===== src/rtl/block_sync_rx_pkg.sv =====
// block_sync_rx_pkg: constants and state encoding shared by the 64b/66b
// block-lock receiver and anything that drives or observes it.
// Contents: sync-header codes, counter limits, lock FSM state enum.
package block_sync_rx_pkg;

  localparam int HEAD_W = 2;

  localparam logic [1:0] SYNC_DATA = 2'b01;
  localparam logic [1:0] SYNC_CTRL = 2'b10;

  // Headers per window, and invalid headers per window that force a slip.
  localparam int SH_CNT_MAX     = 64;
  localparam int SH_INVALID_MAX = 16;

  // Registered state records the outcome of the last sampled header:
  //   LOCK_INIT  - out of reset, unlocked
  //   RESET_CNT  - signal lost, unlocked, counters cleared
  //   TEST_SH    - hunting, unlocked, counting consecutive valid headers
  //   SLIP       - a slip was just requested, unlocked
  //   GOOD_64    - locked, window counters just cleared
  //   VALID_SH   - locked, last header valid
  //   INVALID_SH - locked, last header invalid (below threshold)
  typedef enum logic [2:0] {
    LOCK_INIT,
    RESET_CNT,
    TEST_SH,
    VALID_SH,
    INVALID_SH,
    GOOD_64,
    SLIP
  } state_e;

  function automatic logic sh_is_valid(input logic [1:0] head);
    return (head == SYNC_DATA) || (head == SYNC_CTRL);
  endfunction

endpackage


===== src/rtl/block_sync_rx_if.sv =====
// block_sync_rx_if: header stream from the aligner plus lock/slip status back.
// Ports: signal_v_i, head_i (aligner -> lock FSM); slip_v_o, lock_v_o (lock FSM -> aligner/decoder).
// No backpressure: one header per clock, slip must be honoured before the next header.
interface block_sync_rx_if #(
  parameter int HEAD_W = 2
) ();

  logic              signal_v_i;
  logic [HEAD_W-1:0] head_i;
  logic              slip_v_o;
  logic              lock_v_o;

  // Aligner / stimulus side.
  modport master (
    output signal_v_i,
    output head_i,
    input  slip_v_o,
    input  lock_v_o
  );

  // Lock FSM side.
  modport slave (
    input  signal_v_i,
    input  head_i,
    output slip_v_o,
    output lock_v_o
  );

endinterface


===== src/rtl/block_sync_rx.sv =====
// block_sync_rx: 64b/66b block-lock FSM; judges sync headers, reports lock, asks for bit slips.
// Latency: slip_v_o is combinational in the header's cycle; lock_v_o changes at the edge that samples the deciding header.
// Backpressure: none; one header per clock. Ports: clk, nreset (sync, active-high), bus (signal_v_i, head_i, slip_v_o, lock_v_o).
module block_sync_rx
  import block_sync_rx_pkg::*;
#(
  parameter int HEAD_W = 2
) (
  input  logic                 clk,
  input  logic                 nreset,
  block_sync_rx_if.slave       bus
);

  state_e      state_q, state_d;
  logic [6:0]  sh_cnt_q, sh_cnt_d;
  logic [4:0]  sh_invalid_cnt_q, sh_invalid_cnt_d;

  logic [HEAD_W-1:0] head;
  logic              invalid_sh;
  logic              locked;
  logic [6:0]        sh_cnt_inc;
  logic [4:0]        sh_invalid_inc;
  logic              slip;

  assign head           = bus.head_i;
  assign invalid_sh     = ~sh_is_valid(head);
  assign locked         = (state_q == GOOD_64) || (state_q == VALID_SH) ||
                          (state_q == INVALID_SH);
  assign sh_cnt_inc     = sh_cnt_q + 7'd1;
  assign sh_invalid_inc = sh_invalid_cnt_q + 5'd1;

  // State register.
  always_ff @(posedge clk) begin
    if (nreset) begin
      state_q          <= LOCK_INIT;
      sh_cnt_q         <= '0;
      sh_invalid_cnt_q <= '0;
    end else begin
      state_q          <= state_d;
      sh_cnt_q         <= sh_cnt_d;
      sh_invalid_cnt_q <= sh_invalid_cnt_d;
    end
  end

  // Next-state logic. Loss of lock is tested before the window restart so
  // a 16th invalid header landing on the 64th slot still drops lock.
  always_comb begin
    state_d          = state_q;
    sh_cnt_d         = sh_cnt_q;
    sh_invalid_cnt_d = sh_invalid_cnt_q;
    if (!bus.signal_v_i) begin
      state_d          = RESET_CNT;
      sh_cnt_d         = '0;
      sh_invalid_cnt_d = '0;
    end else if (!locked) begin
      if (invalid_sh) begin
        state_d          = SLIP;
        sh_cnt_d         = '0;
        sh_invalid_cnt_d = '0;
      end else if (sh_cnt_inc == 7'(SH_CNT_MAX)) begin
        state_d          = GOOD_64;
        sh_cnt_d         = '0;
        sh_invalid_cnt_d = '0;
      end else begin
        state_d          = TEST_SH;
        sh_cnt_d         = sh_cnt_inc;
      end
    end else begin
      if (invalid_sh && (sh_invalid_inc == 5'(SH_INVALID_MAX))) begin
        state_d          = SLIP;
        sh_cnt_d         = '0;
        sh_invalid_cnt_d = '0;
      end else if (sh_cnt_inc == 7'(SH_CNT_MAX)) begin
        state_d          = GOOD_64;
        sh_cnt_d         = '0;
        sh_invalid_cnt_d = '0;
      end else begin
        state_d          = invalid_sh ? INVALID_SH : VALID_SH;
        sh_cnt_d         = sh_cnt_inc;
        if (invalid_sh) begin
          sh_invalid_cnt_d = sh_invalid_inc;
        end
      end
    end
  end

  // Outputs. Slip is requested for any bad header while hunting, or for the
  // bad header that would be the 16th in the current locked window.
  always_comb begin
    slip = ~nreset & bus.signal_v_i & invalid_sh &
           (~locked | (sh_invalid_cnt_q == 5'(SH_INVALID_MAX - 1)));
  end

  assign bus.slip_v_o = slip;
  assign bus.lock_v_o = locked;

endmodule


===== src/flat_wrapper.sv =====
// flat-port wrapper written by rule: the top's interface ports become plain ports
module block_sync_rx_flat import block_sync_rx_pkg::*;
#(
  parameter int HEAD_W = 2
)
  (clk, nreset, bus_signal_v_i, bus_head_i, bus_slip_v_o, bus_lock_v_o);
  block_sync_rx_if #(.HEAD_W(HEAD_W)) bus_i ();
  input  logic clk;
  input  logic nreset;
  input wire logic [$bits(bus_i.signal_v_i)-1:0] bus_signal_v_i;
  input wire logic [$bits(bus_i.head_i)-1:0] bus_head_i;
  output wire logic [$bits(bus_i.slip_v_o)-1:0] bus_slip_v_o;
  output wire logic [$bits(bus_i.lock_v_o)-1:0] bus_lock_v_o;
  assign bus_i.signal_v_i = bus_signal_v_i;
  assign bus_i.head_i = bus_head_i;
  assign bus_slip_v_o = bus_i.slip_v_o;
  assign bus_lock_v_o = bus_i.lock_v_o;
  block_sync_rx #(.HEAD_W(HEAD_W)) u_core (.clk(clk), .nreset(nreset), .bus(bus_i));
endmodule

===== config.mk =====
export PLATFORM = sky130hd
export DESIGN_NAME = block_sync_rx_flat
export DESIGN_NICKNAME = d
export VERILOG_FILES = /design/src/rtl/block_sync_rx_pkg.sv /design/src/rtl/block_sync_rx_if.sv /design/src/rtl/block_sync_rx.sv /design/src/flat_wrapper.sv
export SDC_FILE = /design/constraint.sdc
export NUM_CORES = 1
export LEC_CHECK = 0
export ABC_CLOCK_PERIOD_IN_PS = 2000
export BUFFER_PORTS_ARGS = -buffer_cell sky130_fd_sc_hd__clkbuf_2
export CORE_MARGIN = 4
export CORE_UTILIZATION = 50
export CTS_CLUSTER_DIAMETER = 200
export DETAILED_ROUTE_END_ITERATION = 8
export GPL_TIMING_DRIVEN = 0
export PLACE_DENSITY = 0.79
export SYNTH_ARGS = -nofsm -noshare
export SYNTH_HDL_FRONTEND = slang
export SYNTH_SLANG_ARGS = --single-unit

===== constraint.sdc =====
create_clock -name clk -period 2 [get_ports clk]
set_clock_uncertainty 0.05 [all_clocks]
set_input_delay 0.5 -clock clk [delete_from_list [all_inputs] [get_ports clk]]
set_output_delay 0.5 -clock clk [all_outputs]
set_load 0.1 [all_outputs]

After elaboration in Yosys (flattened, before gate mapping)
Cells that the tools add are included.

Multipliers: 0. Divide/modulo/power cells: 0. Bitwise gates (word level): 8. Shift operators: 0. Reductions and logical operators: 6. $lt $le $gt $ge: 0. Muxes and demuxes: 17. Equality and inequality tests: 10. Add/subtract/negate cells: 2.

Operators with widths (number): two-way mux 5 bit (6); two-way mux 7 bit (4); two-way mux 3 bit (6); adder 7 x 1 -> 7 bit, second input constant (1); equality test 7 bit, second input constant (1); equality test 3 bit, second input constant (2); adder 5 x 1 -> 5 bit, second input constant (1); equality test 5 x 4 -> 1 bit, second input constant (1); equality test 5 bit, second input constant (1); NOT 1 bit (4); AND 1 bit (3); equality test 3 x 2 -> 1 bit, second input constant (1); logical OR 1 bit (3); != test 3 x 2 -> 1 bit, second input constant (1); != test 3 bit, second input constant (1); equality test 2 x 1 -> 1 bit, second input constant (1); equality test 2 bit, second input constant (1); AND reduction 2 bit (1); OR reduction 2 bit (1); logical AND 1 bit (1); two-way mux 1 bit (1); bitwise OR 1 bit (1).

Memory bits (read-only): 0. Bits in writable memories: 0. Register bits after elaboration: 15. Input bits: 5. Output and inout port bits: 2. Latch bits: 0. Memories: 0. Word-level logic and storage cells: 47.

Depth between registers and ports, before layout
Gate-level depths: netlist of run 1.

Depth after elaboration: 7. Depth in mapped cells: 7. Depth with buffers taken out: 7.

Least setup slack after synthesis of run 1
OpenSTA, ideal clock, no wires.

Kind: input to output. Start point: input bus_head_i[0]. End point: output bus_slip_v_o. Stages: 3. Setup slack: -1531 ps. Required time: 1450 ps. Arrival time: 2981 ps. Path buffers: 1. Path through: xor2_1 clkbuf_1 nor3_1.

Cells in the longest elaborated chain, start to end: 5. Elaborated cells on any way between the ends: 6. Classes of those cells: eq/ne (2); bitwise (3); reduce/logical (1).

Ends and longest elaborated chain: start: declaration (line flat_wrapper.sv:11) `input wire logic [$bits(bus_i.head_i)-1:0] bus_head_i;`; equality test 2 x 1 -> 1 bit / equality test 2 bit (equally long branches) (line block_sync_rx_pkg.sv:34) `return (head == SYNC_DATA) || (head == SYNC_CTRL);`; logical OR 1 bit (*) (line block_sync_rx_pkg.sv:34); NOT 1 bit (*) (line block_sync_rx.sv:26) `assign invalid_sh = ~sh_is_valid(head);`; AND 1 bit (*) (2 in series) (line block_sync_rx.sv:90) `slip = ~nreset & bus.signal_v_i & invalid_sh &`; end: declaration (line flat_wrapper.sv:12) `output wire logic [$bits(bus_i.slip_v_o)-1:0] bus_slip_v_o;`.

Mark *: on every way between the ends. The rest lies on a longest branch, timed or not.

Worst setup path after layout of run 1
Start point: register u_core.sh_invalid_cnt_q[1]. End point: output bus_slip_v_o.

Cells in the longest elaborated chain, start to end: 3.

Ends and longest elaborated chain: start: declaration (line block_sync_rx.sv:16) `logic [4:0] sh_invalid_cnt_q, sh_invalid_cnt_d;`; start signal: assignment (line block_sync_rx.sv:41) `sh_invalid_cnt_q <= sh_invalid_cnt_d;`; equality test 5 x 4 -> 1 bit (line block_sync_rx.sv:91) `(~locked | (sh_invalid_cnt_q == 5'(SH_INVALID_MAX - 1)));`; bitwise OR 1 bit (line block_sync_rx.sv:91); AND 1 bit (line block_sync_rx.sv:90).

Every way passes these cells.

==> metrics list, run 1 <==
* Capture instance of the worst register-to-register path: u_core.sh_invalid_cnt_q[0]$_SDFFE_PP0P_
* Synthesized area: ~800 sq um
- Reg2Reg Setup Slack: 0.03 ns
- The number of placed instances, taps included, is 112.
- For this design the static power due to leakage is about 0.00037 uW.
- Total count of max-transition violations in the final report: 0
- Max-cap violations in this run came to 0.
- Max Freq: 489 MHz
- The average instance in the mapped netlist occupies 8.86 sq um.
- Worst min path class: flop to flop
- Fraction of the cycle the final worst path needs: 102%
- Measured along the y axis, the die boundary spans about 48 um.
- Clock tree from TritonCTS: built
- The longest clock path from root to sink contains 2 buffers.
* Critical path destination: bus_slip_v_o
- Number of buffers inserted during clock tree synthesis: 3
- Sinks on Clock Net: 15
- Setup TNS: -0.0430 ns
- Setup violations remaining at the end of the flow were counted as 1.
* Post-detailed-route via-to-cell ratio: about 6.0
* First DRT Iteration DRCs: 9
* Count of endpoints failing hold in the final timing report: 0
- Post-Syn Instances: 90
- Cell chosen for the clock root: clkbuf_4
- Die X-Extent: 47.9 um
* Final HPWL DP: 1.17 mm
* Tightest Pin Transition: 0.355 ns
- Count of cell types in the netlist: 35
- Dominant combinational cell family by area after synthesis: simple AND/OR/NAND/NOR gates
- STA puts the critical path data arrival time at 1.49 ns.
* Setup CP Type: flop to output pin
- Number of diodes added for antenna fixing: 0
- Number of global-route vias before repair: 668
- The later pin in the worst-skew pair is clocked with a latency of approximately 0.28 ns.
- Outcome: finished with violations
- In this run, synthesis produced a sequential element count of 15.
- Setup repair after global routing missed its margin: true
- Antenna violations before repair: 0
* Sequential-to-total area share from yosys stat: 37.7%
- Synthesis produced a netlist with a net count of between 90 and 100.
* Global router's overall resource usage: 17.6%
* GRT Residual Overflow: 0
* DR pass1 iterations: 4
* Multiplexer share of the synthesized area: 2.67%
* Fillers: 117
* Largest net degree at the start of global routing: 11
- 7 I/O pins were placed.
- Maximum fanout along the worst path: 2
- Clock-pin transition on the worst setup and hold timing paths: ~0.08 ns
- The worst-case IR drop observed on VDD is 0.419 mV.
* Beginning of the critical path: u_core.sh_invalid_cnt_q[1]$_SDFFE_PP0P_
- Once detail routing completed, the nets flagged for antenna violations numbered 0.
- Global-route wire length before repair: 2.77 mm
* Die area: 0.00230 sq mm
- Warnings from Yosys: 0
- Simple-Gate Fraction of Synth Area: 29.4%
* Total routed wirelength: 1.64 mm
- STA classifies the critical path startpoint as a flop.
- Area Growth Syn to Fin: 28.7%
* Count of vias placed by the detailed router: 713
* GPL Wtd Cong: 0.805
- The checks that failed: negative setup slack.
- Min Clock Period, post-route: 2.04 ns
- Share of final-layout standard cells stronger than drive strength 1: 28.2%
- STA classifies the critical path endpoint as an output pin.
* Number of levels in the clock H-tree: 1
- Xor and xnor fraction of the mapped netlist area: 6.59%
- In the final layout, the multi-input gates occupy roughly 550 sq um.
- After floorplanning, the core was sized to cover between 0.0015 and 0.002 sq mm.
* Number of nets in the final layout: 112
- In this run the power density over the cells is around 560 mW/mm^2.
- Starting utilization of the core area: 52.9%
- Measured against its own limit, the worst slew margin works out to 75.7%.
- R2R cell count: 7
- Final worst-path setup slack: -0.0430 ns
- Summing the areas of all compound-gate instances in the mapped netlist gives between 15 and 20% of the synthesized area.
- Adder-cell area share of the yosys netlist: 4.71%
- Sequential Area: 303 sq um
- Average detailed-routed wire length per instance: approximately 14 um
* Startpoint of the most critical register-to-register path: u_core.sh_invalid_cnt_q[0]$_SDFFE_PP0P_
* Required time of the critical path: 1.45 ns
- After floorplanning, the core was divided into 14 placement rows.
* Number of input and output port buffers inserted: 6
- After layout, the design draws a total of ~570 uW.
- For this run, design rule violations remaining after detail routing come to 0.
* Final cell count without fillers: 119
-- routing by layer --
| metal | part of all wire [%] | track usage (%) | wire length, um |
|---|---|---|---|
| met2 | 56 | 33.8 | 913 |
| met4 | 1.7 | 8.06 | 28 |
| met5 | 0 | 0 | 0 |
| met1 | 39 | 17.9 | 647 |
| met3 | 3.2 | 3.38 | 52 |
-- registers in the layout (all words and copies together), names as in the netlist --
| register | cells |
|---|---|
| u_core.sh_invalid_cnt_q | 5 |
| u_core.sh_cnt_q | 7 |
| u_core.state_q | 3 |
-- critical path: stages, from the launching register on --
cell and delay (ns):
dfxtp_2 0.36, ha_4 0.13, and3_4 0.19, ha_4 0.13, nor2_2 0.04, nor3_4 0.13, clkbuf_16 0.22
-- kinds of logic (layout without fill, tap and decap cells) --
group                      Yosys count  in the layout
muxes                                2              2
DFF                                 15             15
AOI/OAI and AO/OA                   19             19
xor gates and xnor gates             6              6
and+or+nand+nor                     40             40
adders and majority gates            3              3
buffers and inverters                5             18
-- repair_timing --
| action | in CTS | in global routing |
|---|---|---|
| pin swaps | 4 | 2 |
| endpoints found under the setup margin | 12 | 4 |
| hold buffers | 0 | 0 |
| setup buffers | 3 | 0 |
| resized for setup | 14 | 4 |
-- power by group --
| group | switching, uW | leakage [uW] | total, uW | internal, uW |
|---|---|---|---|---|
| sequential | 3.48 | 0.000123 | 308 | 304 |
| clock | 90.7 | 0.0000150 | 168 | 77.4 |
| combinational | 58.5 | 0.000230 | 98.9 | 40.4 |
| total | 153 | 0.000368 | 575 | 422 |
-- through the flow --
| stage | util [%] | setup slack [ns] | hold WS (ns) | area [sq um] |
|---|---|---|---|---|
| floorplan | - | -0.172 | 0.386 | 838 |
| global placement | 59.0 | -0.197 | 0.395 | 888 |
| detailed placement | 59.0 | -0.207 | 0.406 | 888 |
| CTS | 66.9 | -0.0908 | 0.419 | 1010 |
| global route | 68.1 | -0.121 | 0.430 | 1030 |
| finish | 68.1 | -0.0430 | 0.421 | 1030 |
-- cell usage after synthesis --
library cell	count	area (sq um)
a2111oi_0	1	8.76
a21bo_1	1	10.0
a21oi_1	7	35.0
a2bb2oi_1	2	17.5
a31oi_1	2	12.5
a32oi_1	1	8.76
and2_1	1	6.26
and2_4	1	8.76
and3_1	2	12.5
and3b_1	1	8.76
buf_6	1	11.3
clkbuf_1	1	3.75
dfxtp_1	15	300
ha_1	3	37.5
inv_1	3	11.3
mux2_2	1	11.3
mux2i_1	1	10.0
nand2_1	8	30.0
nand2b_1	2	12.5
nand3_1	4	20.0
nand3b_1	2	15.0
nand4_1	2	12.5
nand4bb_1	2	22.5
nor2_1	7	26.3
nor2b_1	1	6.26
nor3_1	2	10.0
o21ai_0	2	10.0
o21ai_1	1	5.00
o21ba_1	1	10.0
o31ai_1	1	7.51
or3_1	1	6.26
or4_1	3	22.5
or4b_4	1	13.8
xnor2_1	2	17.5
xor2_1	4	35.0
-- worst min-delay path by stage --
stage	start	to	slack (ns)	cells past startpoint
floorplan	u_core.sh_invalid_cnt_q[4]$_SDFFE_PP0P_	u_core.sh_invalid_cnt_q[4]$_SDFFE_PP0P_	0.39	2
global placement	u_core.sh_invalid_cnt_q[4]$_SDFFE_PP0P_	u_core.sh_invalid_cnt_q[4]$_SDFFE_PP0P_	0.39	2
detailed placement	u_core.sh_invalid_cnt_q[4]$_SDFFE_PP0P_	u_core.sh_invalid_cnt_q[4]$_SDFFE_PP0P_	0.41	2
CTS	u_core.sh_invalid_cnt_q[4]$_SDFFE_PP0P_	u_core.sh_invalid_cnt_q[4]$_SDFFE_PP0P_	0.42	2
global route	nreset	u_core.state_q[0]$_SDFF_PP0_	0.43	2
finish	u_core.sh_invalid_cnt_q[4]$_SDFFE_PP0P_	u_core.sh_invalid_cnt_q[4]$_SDFFE_PP0P_	0.42	2
-- cell type report --
| type | instances | area share, % |
|---|---|---|
| clock buffers | 4 | 2.56 |
| repair buffers | 9 | 8.54 |
| multi-input cells | 70 | 53.9 |
| plain buffers | 2 | 2.44 |
| flip-flops and latches | 15 | 29.5 |
| well taps | 16 | 1.95 |
| inverters | 3 | 1.10 |
-- cell usage in the layout, fill, tap and decap left out, types with 2 or more instances in the layout --
cell	Yosys	final
nand4_1	2	2
or4_1	3	3
and3_4	0	2
xor2_1	4	3
buf_4	0	3
o21ai_0	2	2
nand2_1	8	8
dfxtp_1	15	13
a21oi_1	7	6
clkbuf_4	0	3
clkbuf_2	0	4
inv_1	3	3
nand3_1	4	4
nand3b_1	2	2
ha_4	0	2
nand4bb_1	2	2
nand2b_1	2	2
a31oi_1	2	2
nor2_1	7	6
xnor2_1	2	2
dfxtp_2	0	2
a2bb2oi_1	2	2
Power figures use the tool's default switching activity.
==> run 2, diff against run 1 <==
Settings changed: ABC_CLOCK_PERIOD_IN_PS 2000 to 1700, SKIP_CTS_REPAIR_TIMING from default to 1.
Clock period 2 ns to 1.7 ns, I/O delays scaled along.
==> run 2 against run 1 <==
Net effect: the run still ends with negative setup slack left; first-iteration DRC count shrank 22%; critical path depth rose by 1; register-to-register slack worse by 0.40 ns; worst hold slack got worse by 0.070 ns; total power rose by 25%; clock power increased by 30%; worst setup slack lost 0.33 ns.
==> metrics list, run 2 (same netlist as run 1, synthesis figures left out) <==
- The detailed-router iteration count before antenna repair came to 4 (unchanged).
* Floorplan die height: 47.9 um (unchanged)
- Setup repair after global routing missed its margin: true (unchanged)
- Number of buffers inserted during clock tree synthesis: 3 (unchanged)
- Fraction of the cycle the final worst path needs: 122%
* Maximum clock path buffer count: 2 (unchanged)
- The latest clock arrival within the worst-skew pair was 0.29 ns (was 0.28 ns).
- The relative contribution of combinational cells to total power came to 18.9% (was 17.2%).
* Global-route wire length before repair: 2.55 mm (was 2.77 mm)
- The peak supply drop was 0.657 mV (was 0.419 mV).
* Violations in the final reports: negative setup slack (unchanged)
* Number of nets in the final layout: 115 (was 112)
- The routability congestion estimate is 0.770 (was 0.805).
* Outcome: finished with violations (unchanged)
- Core outline area: 0.00151 sq mm (unchanged)
- Power per Cell Area: 642 mW/mm^2 (was 560 mW/mm^2)
- The final count of hold timing violations is 0 (unchanged).
* Slew Limit Headroom: 63.6% (was 75.7%)
- The number of flip-flops under the largest register name came to 7 (unchanged).
* Average detailed-routed wire length per instance: 16.0 um (was 13.8 um)
* Post-route core utilization: 74.3% (was 68.1%)
* Final HPWL DP: 1.17 mm (about the same)
* Max Freq: 483 MHz
* Global router's overall resource usage: 15.6% (was 17.6%)
- GRT Residual Overflow: 0 (unchanged)
* Number of levels in the clock H-tree: 1 (unchanged)
- The via count of the first global-routing pass is 607 (was 668).
* Kind of launch point of the worst setup path: flop (unchanged)
- Final worst-path setup slack: -0.369 ns (was -0.0430 ns)
- The site row count is 14 (unchanged).
- Number of remaining DRC errors: 0 (unchanged)
- The number of max-cap violations came to 0 (unchanged).
- Post-detailed-route via-to-cell ratio: 6.25 (was 5.99)
- Count of vias placed by the detailed router: 762 (was 713)
- The arrival time of the worst setup path is 2.24 ns (was 1.49 ns).
- The post-route non-filler standard cell count is 122 (was 119).
- Die area: 0.00230 sq mm (unchanged)
- The share of total power consumed by net switching is 29.6% (was 26.6%).
- The share of final-layout standard cells stronger than drive strength 1 came to 41.5% (was 28.2%).
- Clock tree from TritonCTS: built (unchanged)
* Sequential cell fraction of total power: 50.5% (was 53.5%)
* Area of the multi-input gates: 611 sq um (was 553 sq um)
- Final setup violation count: 15 (was 1)
- # IOs: 7 (unchanged)
* Total count of max-transition violations in the final report: 0 (unchanged)
* Fillers: 107 (was 117)
- Net load switching power: 212 uW (was 153 uW)
* Clock-pin transition on the worst setup and hold timing paths: 0.10 ns (was 0.08 ns)
- The wire length reported by the detailed router is 1.95 mm (was 1.64 mm).
- Largest net degree at the start of global routing: 11 (unchanged)
- The critical path endpoint category is a flop (was output pin).
- The register containing the most flip-flops in the final layout is u_core.sh_cnt_q (unchanged).
* Biggest registers after layout: u_core.sh_cnt_q x7, u_core.sh_invalid_cnt_q x5, u_core.state_q x3 (unchanged)
- The register area was 312 sq um (was 303 sq um).
* Worst min path class: primary input to flop (was flop to flop)
* Setup CP Type: flop to flop (was flop to output pin)
- # placed instances: 112 (unchanged)
- Maximum fanout along the worst path: 4 (was 2)
- Antenna violations before repair: 0 (unchanged)
- Commonest non-fill, non-tap cell in the layout: dfxtp_1 (unchanged)
- First DRT Iteration DRCs: 7 (was 9)
- The number of port buffers came to 6 (unchanged).
- Most frequent cells in the layout: 10 x dfxtp_1, 8 x nand2_1, 6 x a21oi_1, 6 x nor2_1 (was 13 x dfxtp_1, 8 x nand2_1, 6 x a21oi_1, 6 x nor2_1)
* Detail Route Antenna Nets: 0 (unchanged)
* Tightest Pin Transition: 0.544 ns (was 0.355 ns)
- The area growth from synthesis to layout came to 40.3% (was 28.7%).
- The share of total power in the clock network was 30.5% (was 29.2%).
- Internal power of the cells: 505 uW (was 422 uW)
- Min Clock Period, post-route: 2.07 ns
- Leakage power: 0.000385 uW (was 0.000368 uW)
- Number of diodes added for antenna fixing: 0 (unchanged)
* Die X-Extent: 47.9 um (unchanged)
- The starting density of the core came to 52.9% (unchanged).
- Cell chosen for the clock root: clkbuf_4 (unchanged)
* Required time of the critical path: 1.87 ns (was 1.45 ns)
* Sinks on Clock Net: 15 (unchanged)
[run 2: cell types whose count changed in the layout (fill, tap and decap cells not counted), sizes merged]
cell	before	now
clkbuf	10	8
clkinvlp	0	1
buf	5	9
[run 2: worst paths after layout]
path / slack, ns / depth (start not counted) / endpoint / from
setup / recovery: -0.37 / 7 / u_core.sh_invalid_cnt_q[0]$_SDFFE_PP0P_ / u_core.sh_invalid_cnt_q[1]$_SDFFE_PP0P_
setup reg to reg: -0.37 / 7 / u_core.sh_invalid_cnt_q[0]$_SDFFE_PP0P_ / u_core.sh_invalid_cnt_q[1]$_SDFFE_PP0P_
hold reg to reg: 0.41 / 2 / u_core.sh_invalid_cnt_q[4]$_SDFFE_PP0P_ / u_core.sh_invalid_cnt_q[4]$_SDFFE_PP0P_
hold / removal: 0.35 / 2 / u_core.state_q[0]$_SDFF_PP0_ / nreset
[run 2: stage by stage]
step	TNS, ns	hold slack [ns]	instance area [sq um]	power [uW]	setup slack (ns)
floorplan	-1.24	0.386	877	447	-0.327
global placement	-2.61	0.395	927	469	-0.352
detailed placement	-2.83	0.404	927	471	-0.358
CTS	-3.70	0.359	956	682	-0.544
global route	-3.92	0.363	1120	746	-0.408
finish	-3.09	0.351	1120	718	-0.369
[run 2: cell type report]
class                   instances  share of cell area, %
plain buffers                   1                   1.23
clock buffers                   3                   2.01
flip-flops and latches         15                   27.9
inverters                       3                   1.34
well taps                      16                   1.79
clock inverters                 1                  0.559
repair buffers                 13                   10.6
multi-input cells              70                   54.6
[run 2: power by group through the flow]
stage | Sequential (uW) | Clock [uW] | Combinational, uW
2_1_floorplan | 367 | 0 | 80.4
3_3_place_gp | 368 | 0 | 101
3_5_place_dp | 368 | 0 | 103
4_1_cts | 359 | 219 | 103
5_1_grt | 363 | 240 | 143
6_report | 363 | 219 | 136
[run 2: critical path, stage by stage (launching register included)]
cell and delay (ns):
dfxtp_4 0.37, ha_4 0.16, and3_4 0.18, ha_4 0.25, and3b_2 0.22, and3_4 0.19
or4_4 0.42, a21oi_2 0.15
[run 2: metal layers]
| metal | vias to the layer above | GRT usage, % | part of all wire (%) |
|---|---|---|---|
| met3 | 5 | 3.38 | 3.7 |
| met2 | 21 | 23.7 | 51 |
| li1 | 365 | - | - |
| met5 | - | 0 | 0 |
| met1 | 371 | 21.8 | 44 |
| met4 | 0 | 4.84 | 1.1 |
==> run 3, diff against run 2 <==
==> constraint.sdc (replaced) <==
create_clock -name clk -period 1.7 [get_ports clk]
set_clock_uncertainty 0.05 [all_clocks]
set_input_delay 0.255 -clock clk [delete_from_list [all_inputs] [get_ports clk]]
set_output_delay 0.255 -clock clk [all_outputs]
set_load 0.1 [all_outputs]
==> run 3 against run 2 <==
Net effect: the flow still finishes with violations (negative setup slack); worst hold slack lost 0.15 ns; non-clock buffer count shrank 3; global-route usage is 1.5 points higher; design area is 6.8% lower; utilization fell by 5.1 points; combinational power fell by 17%; wire length is 12% lower; maximum frequency rose by 3.5%; via count is 7.0% lower; largest cell class unchanged.
==> metrics list, run 3 (same netlist as run 1, synthesis figures left out) <==
- Detail Route met2 WL: 804 um (was 993 um)
* Worst min path class: primary input to flop (unchanged)
- CP max stage cell: or4_1 (was or4_4)
- The via density per instance came to 5.96 (was 6.25).
* Kind of launch point of the worst setup path: flop (unchanged)
- The peak supply drop came to 0.455 mV (was 0.657 mV).
- The number of nets with antenna violations after detailed routing is 0 (unchanged).
- Highest Signal Layer: met4 (unchanged)
* Required time of the critical path: 1.86 ns (was 1.87 ns)
- The max-slew violation count was 0 (unchanged).
- Largest net degree at the start of global routing: 11 (unchanged)
- The stage delay of the slowest cell on the critical path is 0.40 ns (was 0.42 ns).
* Biggest registers after layout: u_core.sh_cnt_q x7, u_core.sh_invalid_cnt_q x5, u_core.state_q x3 (unchanged)
- Power per Cell Area: 654 mW/mm^2 (was 642 mW/mm^2)
- The starting density of the core came to 52.9% (unchanged).
- Flip-flop count of the largest register after layout: 7 (unchanged)
- The via count of the first global-routing pass came to 593 (was 607).
- Leakage power: 0.000354 uW (was 0.000385 uW)
- Clock tree from TritonCTS: built (unchanged)
- The critical path depth in cells came to 7 (unchanged).
* Outcome: finished with violations (unchanged)
- Count of endpoints failing hold in the final timing report: 0 (unchanged)
- Number of remaining DRC errors: 0 (unchanged)
- The number of H-tree levels came to 1 (unchanged).
- Fraction of the cycle the final worst path needs: 118% (was 122%)
* Setup CP Type: flop to flop (unchanged)
- The library cell used as clock root buffer is clkbuf_4 (unchanged).
- Count of vias placed by the detailed router: 709 (was 762)
- The antenna diode instance count was 0 (unchanged).
* Clk_lat worst skew: 0.29 ns (about the same)
- GPL Wtd Cong: 0.798 (was 0.770)
- Die X-Extent: 47.9 um (unchanged)
* Final worst-path setup slack: -0.299 ns (was -0.369 ns)
- The detailed-route wire length on metal 1 came to 799 um (was 863 um).
- The initial antenna violation count is 0 (unchanged).
- PnR Total Power: 681 uW (was 718 uW)
- Number of buffers inserted during clock tree synthesis: 3 (unchanged)
* Min Clock Period, post-route: 2.00 ns (was 2.07 ns)
- The critical path endpoint category is a flop (unchanged).
- The floorplan die height was 47.9 um (unchanged).
- Final HPWL DP: 1.17 mm (about the same)
- The arrival time of the worst setup path is 2.16 ns (was 2.24 ns).
- The number of nets at the end of the flow came to 112 (was 115).
- Die area: 0.00230 sq mm (unchanged)
- Violations in the final reports: negative setup slack (unchanged)
* Count of maximum capacitance violations: 0 (unchanged)
* Reg with most FFs: u_core.sh_cnt_q (unchanged)
- Setup repair after global routing missed its margin: true (unchanged)
- Core outline area: 0.00151 sq mm (unchanged)
- The transition at the pin with the smallest max-transition slack was 0.454 ns (was 0.544 ns).
- Standard-cell row count: 14 (unchanged)
- Max Freq: 500 MHz (was 483 MHz)
- Maximum fanout along the worst path: 5 (was 4)
* Final cell count without fillers: 119 (was 122)
* Average detailed-routed wire length per instance: 14.5 um (was 16.0 um)
- Commonest non-fill, non-tap cell in the layout: dfxtp_1 (unchanged)
- Clock-pin transition on the worst setup and hold timing paths: 0.08 ns (was 0.10 ns)
- GRT Residual Overflow: 0 (unchanged)
- The number of placed cells counting well taps is 112 (unchanged).
- WHS: 0.205 ns (was 0.351 ns)
* Number of input and output port buffers inserted: 6 (unchanged)
* Sinks on Clock Net: 15 (unchanged)
* Crit-path leading delay family: simple AND/OR/NAND/NOR gates (unchanged)
* DR pass1 iterations: 4 (unchanged)
- CP Cell Sequence: ha_4 > and3_4 > ha_4 > and3b_2 > and3_4 > or4_1 > a21oi_1 (was ha_4 > and3_4 > ha_4 > and3b_2 > and3_4 > or4_4 > a21oi_2)
- The number of failing setup endpoints in the final timing report is 13 (was 15).
* Total routed wirelength: 1.73 mm (was 1.95 mm)
- The worst path buffer plus inverter count was 0 (unchanged).
- The overall track demand over capacity in global routing is 17.1% (was 15.6%).
- The cell count of the worst reg-to-reg path was 7 (unchanged).
- Most frequent cells in the layout: 10 x dfxtp_1, 8 x nand2_1, 7 x a21oi_1 (was 10 x dfxtp_1, 8 x nand2_1, 6 x a21oi_1, 6 x nor2_1).
- Slew Limit Headroom: 69.6% (was 63.6%)
- Reg2Reg Setup Slack: -0.30 ns (was -0.37 ns)
* Global-route wire length before repair: 2.70 mm (was 2.55 mm)
- # IOs: 7 (unchanged)
- Routed wire length on met3: 79 um (was 73 um)
* Area Growth Syn to Fin: 30.8% (was 40.3%)
* Worst hold stages: 2 (unchanged)
- Share of final-layout standard cells stronger than drive strength 1: 35.0% (was 41.5%)
- The count of routing violations after the opening detailed-route iteration came to 6 (was 7).
- The deepest clock path buffer count is 2 (unchanged).
==> run 3: cell type report <==
type	instances	area [sq um]
fillers	122	464
plain buffers	2	16.3
well taps	16	20.0
inverters	3	15.0
clock buffers	4	26.3
multi-input cells	70	571
repair buffers	9	82.6
flip-flops and latches	15	312
==> run 3: per-layer routing <==
| metal | global-route usage [%] | vias to the layer above |
|---|---|---|
| met2 | 24.8 | 14 |
| met3 | 7.14 | 6 |
| met4 | 6.45 | 0 |
| li1 | - | 358 |
| met5 | 0 | - |
| met1 | 22.5 | 331 |
==> run 3: worst paths after layout <==
| kind | from | endpoint |
|---|---|---|
| max reg2reg | u_core.sh_invalid_cnt_q[1]$_SDFFE_PP0P_ | u_core.sh_invalid_cnt_q[0]$_SDFFE_PP0P_ |
| min reg2reg | u_core.sh_invalid_cnt_q[4]$_SDFFE_PP0P_ | u_core.sh_invalid_cnt_q[4]$_SDFFE_PP0P_ |
| max | u_core.sh_invalid_cnt_q[1]$_SDFFE_PP0P_ | u_core.sh_invalid_cnt_q[0]$_SDFFE_PP0P_ |
| min | nreset | u_core.state_q[0]$_SDFF_PP0_ |
==> run 3: power by group <==
group / switching [uW] / internal [uW]
combinational: 67.7 / 45.3
sequential: 6.34 / 356
clock: 115 / 91.2
total: 189 / 492
==> run 3: metrics by stage <==
stage                     setup slack (ns)  area [sq um]  setup TNS, ns  util [%]
final                               -0.299          1040          -2.12      69.2
after global routing                -0.368          1040          -3.44      69.2
after CTS                           -0.415           925          -3.45      61.4
after detailed placement            -0.306           898          -2.77      59.6
after global placement              -0.272           898          -2.47      59.6
after floorplan                     -0.205           848         -0.990         -
